## src/rtl/pipe_hazard_ctrl_if.sv

```systemverilog
// Handshake bundle between the 5-stage core datapath and pipe_hazard_ctrl.
// The core side uses the master modport. The control block uses the slave modport.
interface pipe_hazard_ctrl_if;
  logic        load_use_stall;
  logic        branch_taken_ex;
  logic        jump_id;
  logic        imem_ack;
  logic        dmem_req;
  logic        dmem_ack;
  logic        pc_en;
  logic [1:0]  pc_sel;
  logic        ifid_en;
  logic        idex_en;
  logic        exmem_en;
  logic        memwb_en;
  logic        ifid_flush;
  logic        idex_flush;
  logic        exmem_flush;
  logic        memwb_flush;
  logic        bubble_q;
  logic        bus_err;
  logic [31:0] stall_cnt;
  logic [31:0] flush_cnt;

  modport master (
    output load_use_stall, branch_taken_ex, jump_id, imem_ack, dmem_req, dmem_ack,
    input  pc_en, pc_sel, ifid_en, idex_en, exmem_en, memwb_en,
    input  ifid_flush, idex_flush, exmem_flush, memwb_flush,
    input  bubble_q, bus_err, stall_cnt, flush_cnt
  );

  modport slave (
    input  load_use_stall, branch_taken_ex, jump_id, imem_ack, dmem_req, dmem_ack,
    output pc_en, pc_sel, ifid_en, idex_en, exmem_en, memwb_en,
    output ifid_flush, idex_flush, exmem_flush, memwb_flush,
    output bubble_q, bus_err, stall_cnt, flush_cnt
  );
endinterface

```

## src/rtl/pipe_hazard_ctrl.sv

```systemverilog
// Pipeline stall/flush/PC-select control with a data-memory wait timeout.
// Define PIPE_HAZARD_PERF_EN to build the stall/flush performance counters.
module pipe_hazard_ctrl #(
  parameter int unsigned MEM_TIMEOUT = 255,
  parameter int unsigned CNT_W       = 16
) (
  input  logic                 clk,
  input  logic                 rst,
  pipe_hazard_ctrl_if.slave    hz
);

  localparam logic [1:0] RUN   = 2'd0;
  localparam logic [1:0] DWAIT = 2'd1;
  localparam logic [1:0] ERR   = 2'd2;

  localparam logic [CNT_W-1:0] TIMEOUT_C = CNT_W'(MEM_TIMEOUT);

  logic [1:0]       state_q, state_d;
  logic [CNT_W-1:0] wait_cnt_q, wait_cnt_d;
  logic             bus_err_q, bus_err_d;
  logic             bubble_q;

  logic in_err, dwait_c, luse_c, br_c, jmp_c, fw_c;
  logic pc_en, ifid_en, idex_en, exmem_en, memwb_en;
  logic ifid_flush, idex_flush, exmem_flush, memwb_flush;
  logic [1:0] pc_sel;

  // One-hot view of which priority case is active this cycle.
  always_comb begin
    in_err  = (state_q == ERR);
    dwait_c = !in_err && hz.dmem_req && !hz.dmem_ack;
    luse_c  = !in_err && !dwait_c && hz.load_use_stall;
    br_c    = !in_err && !dwait_c && !luse_c && hz.branch_taken_ex;
    jmp_c   = !in_err && !dwait_c && !luse_c && !br_c && hz.jump_id;
    fw_c    = !in_err && !dwait_c && !luse_c && !br_c && !jmp_c && !hz.imem_ack;
  end

  always_comb begin
    pc_en       = 1'b1;
    ifid_en     = 1'b1;
    idex_en     = 1'b1;
    exmem_en    = 1'b1;
    memwb_en    = 1'b1;
    ifid_flush  = 1'b0;
    idex_flush  = 1'b0;
    exmem_flush = 1'b0;
    memwb_flush = 1'b0;
    pc_sel      = 2'b00;
    if (rst) begin
      {pc_en, ifid_en, idex_en, exmem_en, memwb_en} = '0;
      {ifid_flush, idex_flush, exmem_flush, memwb_flush} = '1;
    end else if (in_err) begin
      {pc_en, ifid_en, idex_en, exmem_en, memwb_en} = '0;
    end else if (dwait_c) begin
      {pc_en, ifid_en, idex_en, exmem_en} = '0;
      memwb_flush = 1'b1;
    end else if (luse_c) begin
      {pc_en, ifid_en, idex_en} = '0;
      exmem_flush = 1'b1;
    end else if (br_c) begin
      pc_sel     = 2'b01;
      ifid_flush = 1'b1;
      idex_flush = 1'b1;
    end else if (jmp_c) begin
      pc_sel     = 2'b10;
      ifid_flush = 1'b1;
    end else if (fw_c) begin
      pc_en      = 1'b0;
      ifid_flush = 1'b1;
    end
  end

  // wait_cnt holds the number of wait cycles already completed, so the
  // incremented value reaching MEM_TIMEOUT ends the last allowed wait cycle.
  always_comb begin
    state_d    = state_q;
    wait_cnt_d = wait_cnt_q;
    bus_err_d  = bus_err_q;
    case (state_q)
      RUN: begin
        if (hz.dmem_req && !hz.dmem_ack) begin
          wait_cnt_d = CNT_W'(1);
          if (MEM_TIMEOUT <= 1) begin
            state_d   = ERR;
            bus_err_d = 1'b1;
          end else begin
            state_d = DWAIT;
          end
        end
      end
      DWAIT: begin
        if (!hz.dmem_req || hz.dmem_ack) begin
          state_d    = RUN;
          wait_cnt_d = '0;
        end else begin
          wait_cnt_d = wait_cnt_q + CNT_W'(1);
          if (wait_cnt_d >= TIMEOUT_C) begin
            state_d   = ERR;
            bus_err_d = 1'b1;
          end
        end
      end
      ERR:     state_d = ERR;
      default: state_d = RUN;
    endcase
  end

  always_ff @(posedge clk) begin
    if (rst) begin
      state_q    <= RUN;
      wait_cnt_q <= '0;
      bus_err_q  <= 1'b0;
      bubble_q   <= 1'b0;
    end else begin
      state_q    <= state_d;
      wait_cnt_q <= wait_cnt_d;
      bus_err_q  <= bus_err_d;
      bubble_q   <= luse_c;
    end
  end

`ifdef PIPE_HAZARD_PERF_EN
  logic [31:0] stall_cnt_q, flush_cnt_q;

  // Counters only step on live cases, so they hold automatically in ERR.
  always_ff @(posedge clk) begin
    if (rst) begin
      stall_cnt_q <= '0;
      flush_cnt_q <= '0;
    end else begin
      if ((dwait_c || luse_c) && stall_cnt_q != '1)
        stall_cnt_q <= stall_cnt_q + 32'd1;
      if ((br_c || jmp_c) && flush_cnt_q != '1)
        flush_cnt_q <= flush_cnt_q + 32'd1;
    end
  end

  assign hz.stall_cnt = stall_cnt_q;
  assign hz.flush_cnt = flush_cnt_q;
`else
  assign hz.stall_cnt = '0;
  assign hz.flush_cnt = '0;
`endif

  assign hz.pc_en       = pc_en;
  assign hz.pc_sel      = pc_sel;
  assign hz.ifid_en     = ifid_en;
  assign hz.idex_en     = idex_en;
  assign hz.exmem_en    = exmem_en;
  assign hz.memwb_en    = memwb_en;
  assign hz.ifid_flush  = ifid_flush;
  assign hz.idex_flush  = idex_flush;
  assign hz.exmem_flush = exmem_flush;
  assign hz.memwb_flush = memwb_flush;
  assign hz.bubble_q    = bubble_q;
  assign hz.bus_err     = bus_err_q;

endmodule

```

## src/flat_wrapper.sv

```systemverilog
// flat-port wrapper written by rule: the top's interface ports become plain ports
module pipe_hazard_ctrl_flat 
#(
  parameter int unsigned MEM_TIMEOUT = 255,
  parameter int unsigned CNT_W       = 16
)
  (clk, rst, hz_load_use_stall, hz_branch_taken_ex, hz_jump_id, hz_imem_ack, hz_dmem_req, hz_dmem_ack, hz_pc_en, hz_pc_sel, hz_ifid_en, hz_idex_en, hz_exmem_en, hz_memwb_en, hz_ifid_flush, hz_idex_flush, hz_exmem_flush, hz_memwb_flush, hz_bubble_q, hz_bus_err, hz_stall_cnt, hz_flush_cnt);
  pipe_hazard_ctrl_if hz_i ();
  input  logic clk;
  input  logic rst;
  input wire logic [$bits(hz_i.load_use_stall)-1:0] hz_load_use_stall;
  input wire logic [$bits(hz_i.branch_taken_ex)-1:0] hz_branch_taken_ex;
  input wire logic [$bits(hz_i.jump_id)-1:0] hz_jump_id;
  input wire logic [$bits(hz_i.imem_ack)-1:0] hz_imem_ack;
  input wire logic [$bits(hz_i.dmem_req)-1:0] hz_dmem_req;
  input wire logic [$bits(hz_i.dmem_ack)-1:0] hz_dmem_ack;
  output wire logic [$bits(hz_i.pc_en)-1:0] hz_pc_en;
  output wire logic [$bits(hz_i.pc_sel)-1:0] hz_pc_sel;
  output wire logic [$bits(hz_i.ifid_en)-1:0] hz_ifid_en;
  output wire logic [$bits(hz_i.idex_en)-1:0] hz_idex_en;
  output wire logic [$bits(hz_i.exmem_en)-1:0] hz_exmem_en;
  output wire logic [$bits(hz_i.memwb_en)-1:0] hz_memwb_en;
  output wire logic [$bits(hz_i.ifid_flush)-1:0] hz_ifid_flush;
  output wire logic [$bits(hz_i.idex_flush)-1:0] hz_idex_flush;
  output wire logic [$bits(hz_i.exmem_flush)-1:0] hz_exmem_flush;
  output wire logic [$bits(hz_i.memwb_flush)-1:0] hz_memwb_flush;
  output wire logic [$bits(hz_i.bubble_q)-1:0] hz_bubble_q;
  output wire logic [$bits(hz_i.bus_err)-1:0] hz_bus_err;
  output wire logic [$bits(hz_i.stall_cnt)-1:0] hz_stall_cnt;
  output wire logic [$bits(hz_i.flush_cnt)-1:0] hz_flush_cnt;
  assign hz_i.load_use_stall = hz_load_use_stall;
  assign hz_i.branch_taken_ex = hz_branch_taken_ex;
  assign hz_i.jump_id = hz_jump_id;
  assign hz_i.imem_ack = hz_imem_ack;
  assign hz_i.dmem_req = hz_dmem_req;
  assign hz_i.dmem_ack = hz_dmem_ack;
  assign hz_pc_en = hz_i.pc_en;
  assign hz_pc_sel = hz_i.pc_sel;
  assign hz_ifid_en = hz_i.ifid_en;
  assign hz_idex_en = hz_i.idex_en;
  assign hz_exmem_en = hz_i.exmem_en;
  assign hz_memwb_en = hz_i.memwb_en;
  assign hz_ifid_flush = hz_i.ifid_flush;
  assign hz_idex_flush = hz_i.idex_flush;
  assign hz_exmem_flush = hz_i.exmem_flush;
  assign hz_memwb_flush = hz_i.memwb_flush;
  assign hz_bubble_q = hz_i.bubble_q;
  assign hz_bus_err = hz_i.bus_err;
  assign hz_stall_cnt = hz_i.stall_cnt;
  assign hz_flush_cnt = hz_i.flush_cnt;
  pipe_hazard_ctrl #(.MEM_TIMEOUT(MEM_TIMEOUT), .CNT_W(CNT_W)) u_core (.clk(clk), .rst(rst), .hz(hz_i));
endmodule
```

## config.mk

```make
export PLATFORM = sky130hd
export DESIGN_NAME = pipe_hazard_ctrl_flat
export DESIGN_NICKNAME = d
export VERILOG_FILES = /design/src/rtl/pipe_hazard_ctrl_if.sv /design/src/rtl/pipe_hazard_ctrl.sv /design/src/flat_wrapper.sv
export SDC_FILE = /design/constraint.sdc
export NUM_CORES = 1
export LEC_CHECK = 0
export CAP_MARGIN = 10
export CORE_AREA = 5 5 70 72
export CTS_BUF_LIST = sky130_fd_sc_hd__clkbuf_16
export DETAILED_ROUTE_END_ITERATION = 10
export DIE_AREA = 0 0 75 77
export HOLD_SLACK_MARGIN = 0.15
export PLACE_DENSITY = 0.9
export SETUP_SLACK_MARGIN = 0.5
export SYNTH_ARGS = -nofsm -noshare
export SYNTH_HDL_FRONTEND = slang
export SYNTH_SLANG_ARGS = --single-unit
```

## constraint.sdc

```tcl
create_clock -name clk -period 3.45 [get_ports clk]
set_clock_uncertainty 0.15 [all_clocks]
set_input_delay 0.345 -clock clk [delete_from_list [all_inputs] [get_ports clk]]
set_output_delay 0.345 -clock clk [all_outputs]
set_load 0.03 [all_outputs]
```

# ---- Yosys cells after proc, flatten, opt, wreduce, memory -nomap -nowiden
# Index checks and enable logic that the tools add are counted.
dict set report totals {
  ff_bits 20
  in_bits 8
  word_cells 84
}
dict set report op_classes {
  add_sub_neg 1
  magnitude_cmp 1
  eq_ne 4
  muxes 48
  bitwise_logic 1
  n_reduce_logical 25
}
# op count
set ops {}
lappend ops {{1-bit 2-to-1 mux} 35}
lappend ops {{16-bit 2-to-1 mux} 2}
lappend ops {{16-bit case mux with 2 select lines} 1}
lappend ops {{2-bit 2-to-1 mux} 9}
lappend ops {{16-bit by 1-bit adder with 16-bit output (second input constant)} 1}
lappend ops {{16-bit by 8-bit >= comparator with 1-bit output (second input constant)} 1}
lappend ops {{1-bit logical AND} 11}
lappend ops {{1-bit zero test} 8}
lappend ops {{2-bit case mux with 3 select lines} 1}
lappend ops {{2-bit AND reduction} 2}
lappend ops {{3-bit by 1-bit inequality test with 1-bit output (second input constant)} 1}
lappend ops {{3-bit AND reduction} 1}
lappend ops {{2-bit by 1-bit equality test with 1-bit output (second input constant)} 1}
lappend ops {{2-bit equality test (second input constant)} 1}
lappend ops {{2-bit zero test} 1}
lappend ops {{2-bit by 1-bit inequality test with 1-bit output (second input constant)} 1}
lappend ops {{2-bit nonzero test} 1}
lappend ops {{1-bit logical OR} 1}
lappend ops {{1-bit NOT} 1}

# ---- Logic depth before layout (Yosys ltp)
# Gate-level depths: netlist (run 1).
dict set report depth {
  depth_word 23
  ltp_mapped 7
}

# ---- Worst setup path before layout (run 1)
# OpenSTA, ideal clock, no wires.
dict set report synth_path {
  kind {reg-to-output}
  from {reg u_core.state_q[0]}
  to {out hz_pc_sel[1]}
  arrival_time_ps 1887
  required_time_ps 2955
  path_slack_ps 1068
  stages_incl_launch_ff 5
  path_buffers 0
  cell_sequence {dfxtp_1 > or2b_2 > nand2_1 > nor3_1 > and3b_1}
}
dict set report synth_via {
  elab_chain_len 19
}
# item line
set synth_lines {}
lappend synth_lines {{start: declaration} pipe_hazard_ctrl.sv:18} ;# logic [1:0] state_q, state_d;
lappend synth_lines {{start signal: assignment} pipe_hazard_ctrl.sv:115} ;# state_q <= state_d;
lappend synth_lines {{2-bit equality test (*)} pipe_hazard_ctrl.sv:30} ;# in_err = (state_q == ERR);
lappend synth_lines {{1-bit zero test} n/a}
lappend synth_lines {{1-bit logical AND (2 in series)} pipe_hazard_ctrl.sv:31} ;# dwait_c = !in_err && hz.dmem_req && !hz.dmem_ack;
lappend synth_lines {{1-bit zero test} {pipe_hazard_ctrl.sv:32, pipe_hazard_ctrl.sv:33, pipe_hazard_ctrl.sv:34}}
lappend synth_lines {{1-bit logical AND} {pipe_hazard_ctrl.sv:32, pipe_hazard_ctrl.sv:33, pipe_hazard_ctrl.sv:34}}
lappend synth_lines {{1-bit logical AND} pipe_hazard_ctrl.sv:32} ;# luse_c = !in_err && !dwait_c && hz.load_use_stall;
lappend synth_lines {{1-bit zero test} {pipe_hazard_ctrl.sv:33, pipe_hazard_ctrl.sv:34}}
lappend synth_lines {{1-bit logical AND} {pipe_hazard_ctrl.sv:33, pipe_hazard_ctrl.sv:34}}
lappend synth_lines {{1-bit logical AND} pipe_hazard_ctrl.sv:33} ;# br_c = !in_err && !dwait_c && !luse_c && hz.branch_taken_ex;
lappend synth_lines {{1-bit zero test} pipe_hazard_ctrl.sv:34} ;# jmp_c = !in_err && !dwait_c && !luse_c && !br_c && hz.jump_id;
lappend synth_lines {{1-bit logical AND (2 in series)} pipe_hazard_ctrl.sv:34}
lappend synth_lines {{2-bit 2-to-1 mux} pipe_hazard_ctrl.sv:64} ;# end else if (jmp_c) begin
lappend synth_lines {{2-bit 2-to-1 mux} pipe_hazard_ctrl.sv:60} ;# end else if (br_c) begin
lappend synth_lines {{2-bit 2-to-1 mux} pipe_hazard_ctrl.sv:57} ;# end else if (luse_c) begin
lappend synth_lines {{2-bit 2-to-1 mux} pipe_hazard_ctrl.sv:54} ;# end else if (dwait_c) begin
lappend synth_lines {{2-bit 2-to-1 mux (*)} pipe_hazard_ctrl.sv:52} ;# end else if (in_err) begin
lappend synth_lines {{2-bit 2-to-1 mux (*)} pipe_hazard_ctrl.sv:49} ;# if (rst) begin
lappend synth_lines {{end: declaration} flat_wrapper.sv:18} ;# output wire logic [$bits(hz_i.pc_sel)-1:0] hz_pc_sel;
# Every way passes the cells marked *; elsewhere a longest branch is shown, timed or not.

# ---- Worst setup path after layout (run 1)
dict set report layout_path {
  from {in hz_dmem_ack}
  to {out hz_pc_en}
}
dict set report layout_via {
  elab_chain_len 21
}
# item line
set layout_lines {}
lappend layout_lines {{start: declaration} flat_wrapper.sv:16} ;# input wire logic [$bits(hz_i.dmem_ack)-1:0] hz_dmem_ack;
lappend layout_lines {{1-bit zero test (*)} pipe_hazard_ctrl.sv:31}
lappend layout_lines {{1-bit logical AND (*)} pipe_hazard_ctrl.sv:31}
lappend layout_lines {{1-bit zero test} n/a}
lappend layout_lines {{1-bit logical AND} n/a}
lappend layout_lines {{1-bit logical AND} pipe_hazard_ctrl.sv:32}
lappend layout_lines {{1-bit zero test} {pipe_hazard_ctrl.sv:33, pipe_hazard_ctrl.sv:34, pipe_hazard_ctrl.sv:35}}
lappend layout_lines {{1-bit logical AND} {pipe_hazard_ctrl.sv:33, pipe_hazard_ctrl.sv:34, pipe_hazard_ctrl.sv:35}}
lappend layout_lines {{1-bit logical AND} pipe_hazard_ctrl.sv:33}
lappend layout_lines {{[4 not listed]} n/a}
lappend layout_lines {{1-bit logical AND (2 in series)} pipe_hazard_ctrl.sv:35} ;# fw_c = !in_err && !dwait_c && !luse_c && !br_c && !jmp_c && !hz.imem_ack;
lappend layout_lines {{1-bit 2-to-1 mux} pipe_hazard_ctrl.sv:67} ;# end else if (fw_c) begin
lappend layout_lines {{1-bit 2-to-1 mux} pipe_hazard_ctrl.sv:64}
lappend layout_lines {{1-bit 2-to-1 mux} pipe_hazard_ctrl.sv:60}
lappend layout_lines {{1-bit 2-to-1 mux} pipe_hazard_ctrl.sv:57}
lappend layout_lines {{1-bit 2-to-1 mux (*)} pipe_hazard_ctrl.sv:54}
lappend layout_lines {{1-bit 2-to-1 mux (*)} pipe_hazard_ctrl.sv:52}
lappend layout_lines {{1-bit 2-to-1 mux (*)} pipe_hazard_ctrl.sv:49}
lappend layout_lines {{end: declaration} flat_wrapper.sv:17} ;# output wire logic [$bits(hz_i.pc_en)-1:0] hz_pc_en;
# Marked as above.

==> results of run 1 <==
==> cell usage in the layout, fill, tap and decap left out, types with 2 or more instances in the layout <==
cell type        synthesis  final
a311oi_1                 4      4
a21oi_1                 15     15
ha_1                     2      2
clkbuf_16                0      3
nor2_1                  27     27
nand4_1                  5      5
a31oi_1                  4      4
o31ai_1                  2      2
xnor2_1                  2      2
and3b_1                  2      2
xor2_1                   3      3
nor4_1                   3      3
and3_1                   2      2
o21ai_0                  8      8
nand3_1                  5      5
nor2b_1                  2      2
inv_1                    5      5
nand2_1                 15     15
conb_1                   1     64
nor3_1                   2      2
a22oi_1                  2      2
and2_1                   3      3
dfxtp_1                 20     20
or3_1                    2      2
clkdlybuf4s50_1          0     20
a21o_1                   3      3
==> metal layers <==
metal | part of all wire, % | global-route usage, %
met1 | 35 | 13.8
met2 | 54 | 21.7
met3 | 9.4 | 2.48
met4 | 1.4 | 4.63
met5 | 0 | 0
==> state kept, by name (all words and copies together), names as in the netlist <==
| signal | cells |
|---|---|
| u_core.hz.bus_err | 1 |
| u_core.state_q | 2 |
| u_core.hz.bubble_q | 1 |
| u_core.wait_cnt_q | 16 |
==> synth_stat cells, drive strengths merged (3+ instances only) <==
master / n / area, µm²
nor2: 27 / 101
dfxtp: 20 / 400
xor2: 3 / 26.3
inv: 5 / 18.8
nand2: 15 / 56.3
nand4: 6 / 43.8
nand3: 6 / 42.5
buf: 73 / 557
a21o: 3 / 22.5
nor4: 4 / 40.0
a31oi: 4 / 25.0
a21oi: 15 / 75.1
and2: 3 / 18.8
o21ai: 8 / 40.0
and3: 3 / 20.0
a311oi: 4 / 35.0
==> power by group through the flow <==
stage,clock [W],sequential (W),combinational [W]
floorplan,0,0.000241,0.000186
global placement,0,0.000240,0.000158
detailed placement,0,0.000240,0.000160
CTS,0.000324,0.000235,0.000160
global route,0.000333,0.000235,0.000172
finish,0.000318,0.000235,0.000163
==> area by class of cell <==
cell class | count | area, µm²
Inverter | 5 | 18.8
Clock buffer | 3 | 75.1
Sequential cell | 20 | 400
Timing Repair Buffer | 21 | 208
Tap cell | 52 | 65.1
Clock inverter | 1 | 30.0
Multi-Input combinational cell | 192 | 1000
Fill cell | 415 | 2430
==> metrics by stage <==
stage / hold WS, ps / power [W] / cell area (µm²) / std cells / util (%)
floorplan: 317 / 0.000427 / 1990 / 292 / -
global placement: 284 / 0.000398 / 1700 / 290 / 40.0
detailed placement: 297 / 0.000400 / 1700 / 290 / 40.0
CTS: 306 / 0.000720 / 1800 / 294 / 42.5
global route: 318 / 0.000741 / 1800 / 294 / 42.5
finish: 302 / 0.000716 / 1800 / 294 / 42.5
==> tightest hold or removal path, stage by stage, from the launching register on <==
cell and delay [ps]:
dfxtp_1 310, inv_1 50, a21oi_1 50
==> logic make-up after synthesis <==
kind of cell / count (synthesis) / synth area share (%)
DFF: 20 / 22.8
adders and majority gates: 2 / 1.43
other: 1 / 0.214
and+or+nand+nor: 76 / 23.3
buffers and inverters: 80 / 33.5
muxes: 1 / 0.571
xor gates and xnor gates: 5 / 2.50
AOI/OAI and AO/OA: 44 / 15.8
==> how the worst max path moves through the flow <==
stage | slack, ps | from | depth (start not counted) | endpoint
floorplan | 1070 | u_core.state_q[0]$_SDFFE_PP0P_ | 4 | hz_pc_sel[1]
global route | 530 | hz_dmem_ack | 6 | hz_pc_en
finish | 660 | hz_dmem_ack | 6 | hz_pc_en
detailed placement | 670 | hz_dmem_ack | 6 | hz_pc_sel[1]
CTS | 670 | hz_dmem_ack | 6 | hz_pc_sel[1]
global placement | 740 | hz_dmem_ack | 6 | hz_pc_sel[1]
==> impl_metrics.json, run 1 <==
{
  "tns_ps": 0,
  "rsz0062_at_grt": "false",
  "synth_edf_count": 0,
  "cts_sinks": 20,
  "ant_nets": 0,
  "holdBufCountCts": 0,
  "power_frac_comb_pct": 22.7,
  "cp_slowest_cell": "clkdlybuf4s50_1",
  "fp.dieH_um": 77,
  "critPathMaxFanout": 5,
  "max_stage_delay_ps": 680,
  "yosysSeqAreaShare_pct": 22.8,
  "ff2ff_setup_slack_ps": 900,
  "cts_made_buffers": 3,
  "synthArstFlopShare_pct": 0,
  "hold_violations": 0,
  "synth-seq-cells": 20,
  "grt.total_usage_pct": 12.2,
  "hold_path_end": "u_core.hz.bus_err$_SDFFE_PP0P_",
  "core_mm2": 0.00423,
  "core.rowCount": 24,
  "crit_path_cell_trace": "clkdlybuf4s50_1 -> nand2b_1 -> nand2_1 -> nor3_1 -> o31a_1 -> clkdlybuf4s50_1",
  "dp_hpwl_um": 2710,
  "avgSynthCellArea_um2": 7.66,
  "post_cts_resized": 0,
  "max-vdd-ir-drop_mv": 0.148,
  "drt-initial-drc-count": 181,
  "grt_first_pass_wirelength_um": 5780,
  "final.setup.worst_slack_ps": 663,
  "period_share_pct": 80.8,
  "num_antenna_cells": 0,
  "grt_max_degree": 26,
  "netlist_instances": 229,
  "worstReg2RegStart": "u_core.wait_cnt_q[1]$_SDFFE_PP0P_",
  "area_delta_synth_final_pct": 2.64,
  "initial_core_util_pct": 41.4,
  "drc": 0,
  "outcome": "finished clean",
  "postCtsSetupRepairBufs": 0,
  "whs_path_depth": 2,
  "drt_wl_total_um": 3620,
  "crit_required_ps": 2950,
  "boundaryPins": 85,
  "power.switching_w": 0.000224,
  "num_vias": 1416,
  "crit_type": "input port to output port",
  "netlist_area_mm2": 0.00175,
  "ys.flop_type": "dfxtp_1",
  "sw_frac_of_total_pct": 31.3,
  "dieArea_mm2": 0.00578,
  "antenna_found_initial": 0,
  "slew_headroom_pct": 52.8,
  "clk_latency_ps": 250,
  "crit_buf_inv": 2,
  "max_freq_mhz": 359,
  "worst_setup_path_end_kind": "output port",
  "drv_slew": 0,
  "drt-wirelength-per-cell_um": 12.3,
  "min-delay-start": "u_core.hz.bus_err$_SDFFE_PP0P_",
  "cts_max_path_buffers": 2,
  "root_buffer": "clkbuf_16",
  "r2r_end": "u_core.hz.bus_err$_SDFFE_PP0P_",
  "gp_congestion": 0.890,
  "seq_power_share_pct": 32.8,
  "crit_family": "buffers and inverters",
  "reg2regPathDepth": 7,
  "min_path_type": "flip-flop to flip-flop",
  "leakagePower_nw": 0.799,
  "clockPowerShare_pct": 44.5,
  "p_int_w": 0.000492,
  "portBuffers": 20,
  "grt_pass1_vias": 1267,
  "max_cap_viol_count": 0,
  "critPathLaunchType": "input port",
  "tightest_slew_ps": 701,
  "ys_warn_count": 0,
  "critical_path_arrival_ps": 2290,
  "htree_levels": 1,
  "routed_via_density": 4.82,
  "overflow": 0,
  "die_w_um": 75,
  "layout-drive-gt1-share_pct": 4.55,
  "synth_cell_types": 44,
  "power_density_mw_per_mm2": 398,
  "cts.clk_slew.worst_paths_ps": 60,
  "first_pass_iters": 4,
  "pre_cts_slack_ps": 673,
  "cts_tree": "done",
  "cp_common_cell": "clkdlybuf4s50_1",
  "setup_violations": 0,
  "min_period_ps": 2790,
  "layout.nets": 253
}
Power figures use the tool's default switching activity.
==> run 2: changes to the inputs <==
CORE_AREA = 5 5 75 77   (was 5 5 70 72)
DIE_AREA = 0 0 80 82   (was 0 0 75 77)
PLACE_DENSITY = 0.83   (was 0.9)
clock period = 2.3 ns   (was 3.45 ns; I/O delays follow)
==> impl_metrics.json, run 2 (synthesis results as in run 1) <==
{
  "min_period_ps": 1990,
  "cts_tree": "done",
  "top_regs": "u_core.wait_cnt_q: 16 flops, u_core.state_q: 2 flops",
  "dp_hpwl_um": 2860,
  "gp_congestion": 0.922,
  "tns_ps": 0,
  "max_cap_viol_count": 0,
  "antenna_found_initial": 0,
  "die_w_um": 80,
  "min_path_type": "flip-flop to flip-flop",
  "crit_required_ps": 2340,
  "max_stage_delay_ps": 380,
  "first_pass_iters": 4,
  "drt-initial-drc-count": 221,
  "crit_path_cell_trace": "nand4_1 -> nor4_4 -> xor2_1 -> a211o_1 -> o31ai_2 -> and3b_1",
  "grt_max_degree": 21,
  "initial_core_util_pct": 35.5,
  "htree_levels": 1,
  "ff2ff_setup_slack_ps": 310,
  "layout_commonest_cell": "conb_1",
  "cp_slowest_cell": "dfxtp_4",
  "root_buffer": "clkbuf_16",
  "largest_reg_flops": 16,
  "fin_util_pct": 44.1,
  "cts_made_buffers": 3,
  "clk_latency_ps": 260,
  "layout.nets": 280,
  "drc": 0,
  "outcome": "finished clean",
  "core_mm2": 0.00494,
  "leakagePower_nw": 0.989,
  "setup_violations": 0,
  "fp.dieH_um": 82,
  "power_w": 0.00108,
  "regMostFlops": "u_core.wait_cnt_q",
  "holdBufCountCts": 0,
  "drt_wl_total_um": 4800,
  "critPathMaxFanout": 5,
  "period_share_pct": 86.7,
  "layout_common_cells": "conb_1, buf_4, nor2_1",
  "cts_sinks": 20,
  "area_delta_synth_final_pct": 24.3,
  "max-vdd-ir-drop_mv": 0.259,
  "crit_type": "flip-flop to flip-flop",
  "cts_max_path_buffers": 2,
  "boundaryPins": 85,
  "place_inst": 312,
  "worst_setup_path_end_kind": "flip-flop",
  "grt_pass1_vias": 1489,
  "grt.total_usage_pct": 13.5,
  "portBuffers": 20,
  "critPathLaunchType": "flip-flop",
  "num_antenna_cells": 0,
  "max_freq_mhz": 502,
  "power_density_mw_per_mm2": 497,
  "hold_violations": 0,
  "cts.clk_slew.worst_paths_ps": 60,
  "grt_first_pass_wirelength_um": 7100,
  "dieArea_mm2": 0.00656,
  "critical_path_arrival_ps": 2040,
  "drt-wirelength-per-cell_um": 14.1,
  "drv_slew": 0,
  "fin_cells": 339,
  "num_vias": 1653,
  "layout-drive-gt1-share_pct": 29.7,
  "ant_nets": 0,
  "routed_via_density": 4.88,
  "rsz0062_at_grt": "true",
  "core.rowCount": 26,
  "overflow": 0
}
[run 2: cell count changes in the layout (fill, tap and decap cells not counted), sizes merged]
cell | before | now
dlygate4sd2 | 0 | 3
buf | 1 | 39
clkdlybuf4s50 | 20 | 6
[run 2: final timing paths]
path                                           start  cells past startpoint                              to
setup / recovery  u_core.wait_cnt_q[11]$_SDFFE_PP0P_                      6  u_core.state_q[0]$_SDFFE_PP0P_
hold reg to reg       u_core.hz.bus_err$_SDFFE_PP0P_                      2  u_core.hz.bus_err$_SDFFE_PP0P_
setup reg to reg  u_core.wait_cnt_q[11]$_SDFFE_PP0P_                      6  u_core.state_q[0]$_SDFFE_PP0P_
hold / removal        u_core.hz.bus_err$_SDFFE_PP0P_                      2  u_core.hz.bus_err$_SDFFE_PP0P_
[run 2: final cells by class]
cell class,instances,area [µm²]
tap,70,87.6
sequential,20,447
inverter,5,18.8
clock buffer,3,75.1
multi-input combinational,192,1130
clock inverter,1,30.0
fill,493,2760
timing repair buffer,48,394
[run 2: critical path, delay by kind of cell, from the launching register on]
kind	cells	cell delay (ps)
flops	1	380
compound gates	2	570
simple gates	3	700
xor+xnor	1	130
[run 2: timing repair]
item,in CTS,in global routing
gates resized for setup,35,12
hold endpoints to repair,0,0
setup buffers,14,9
pin swaps,10,12
endpoints found under the setup margin,17,22
[run 2: stage by stage]
step | hold WS [ps] | cell area (µm²) | setup WS [ps]
detailed placement | 300 | 1770 | 165
floorplan | 202 | 2040 | 498
finish | 307 | 2180 | 307
global route | 349 | 2180 | 212
global placement | 287 | 1770 | 233
CTS | 308 | 2070 | 358
[run 2: power by group]
group          internal (W)  switching, W  leakage (nW)
combinational     0.0000457      0.000211         0.766
clock              0.000346      0.000139        0.0511
sequential         0.000338    0.00000507         0.172
[run 2: per-layer routing]
layer  vias up  track usage, %  share of wire (%)
met4         0            5.57                3.6
li1        743               -                  -
met3        22            1.86                8.2
met5         -               0                  0
met2       105            27.3                 53
met1       783            13.8                 35
==> run 3: changes to the inputs <==
CTS_CLUSTER_DIAMETER = 100   (was not set)
==> results of run 3 <==
No change in the layout: final DEF, timing and power equal those of run 2.
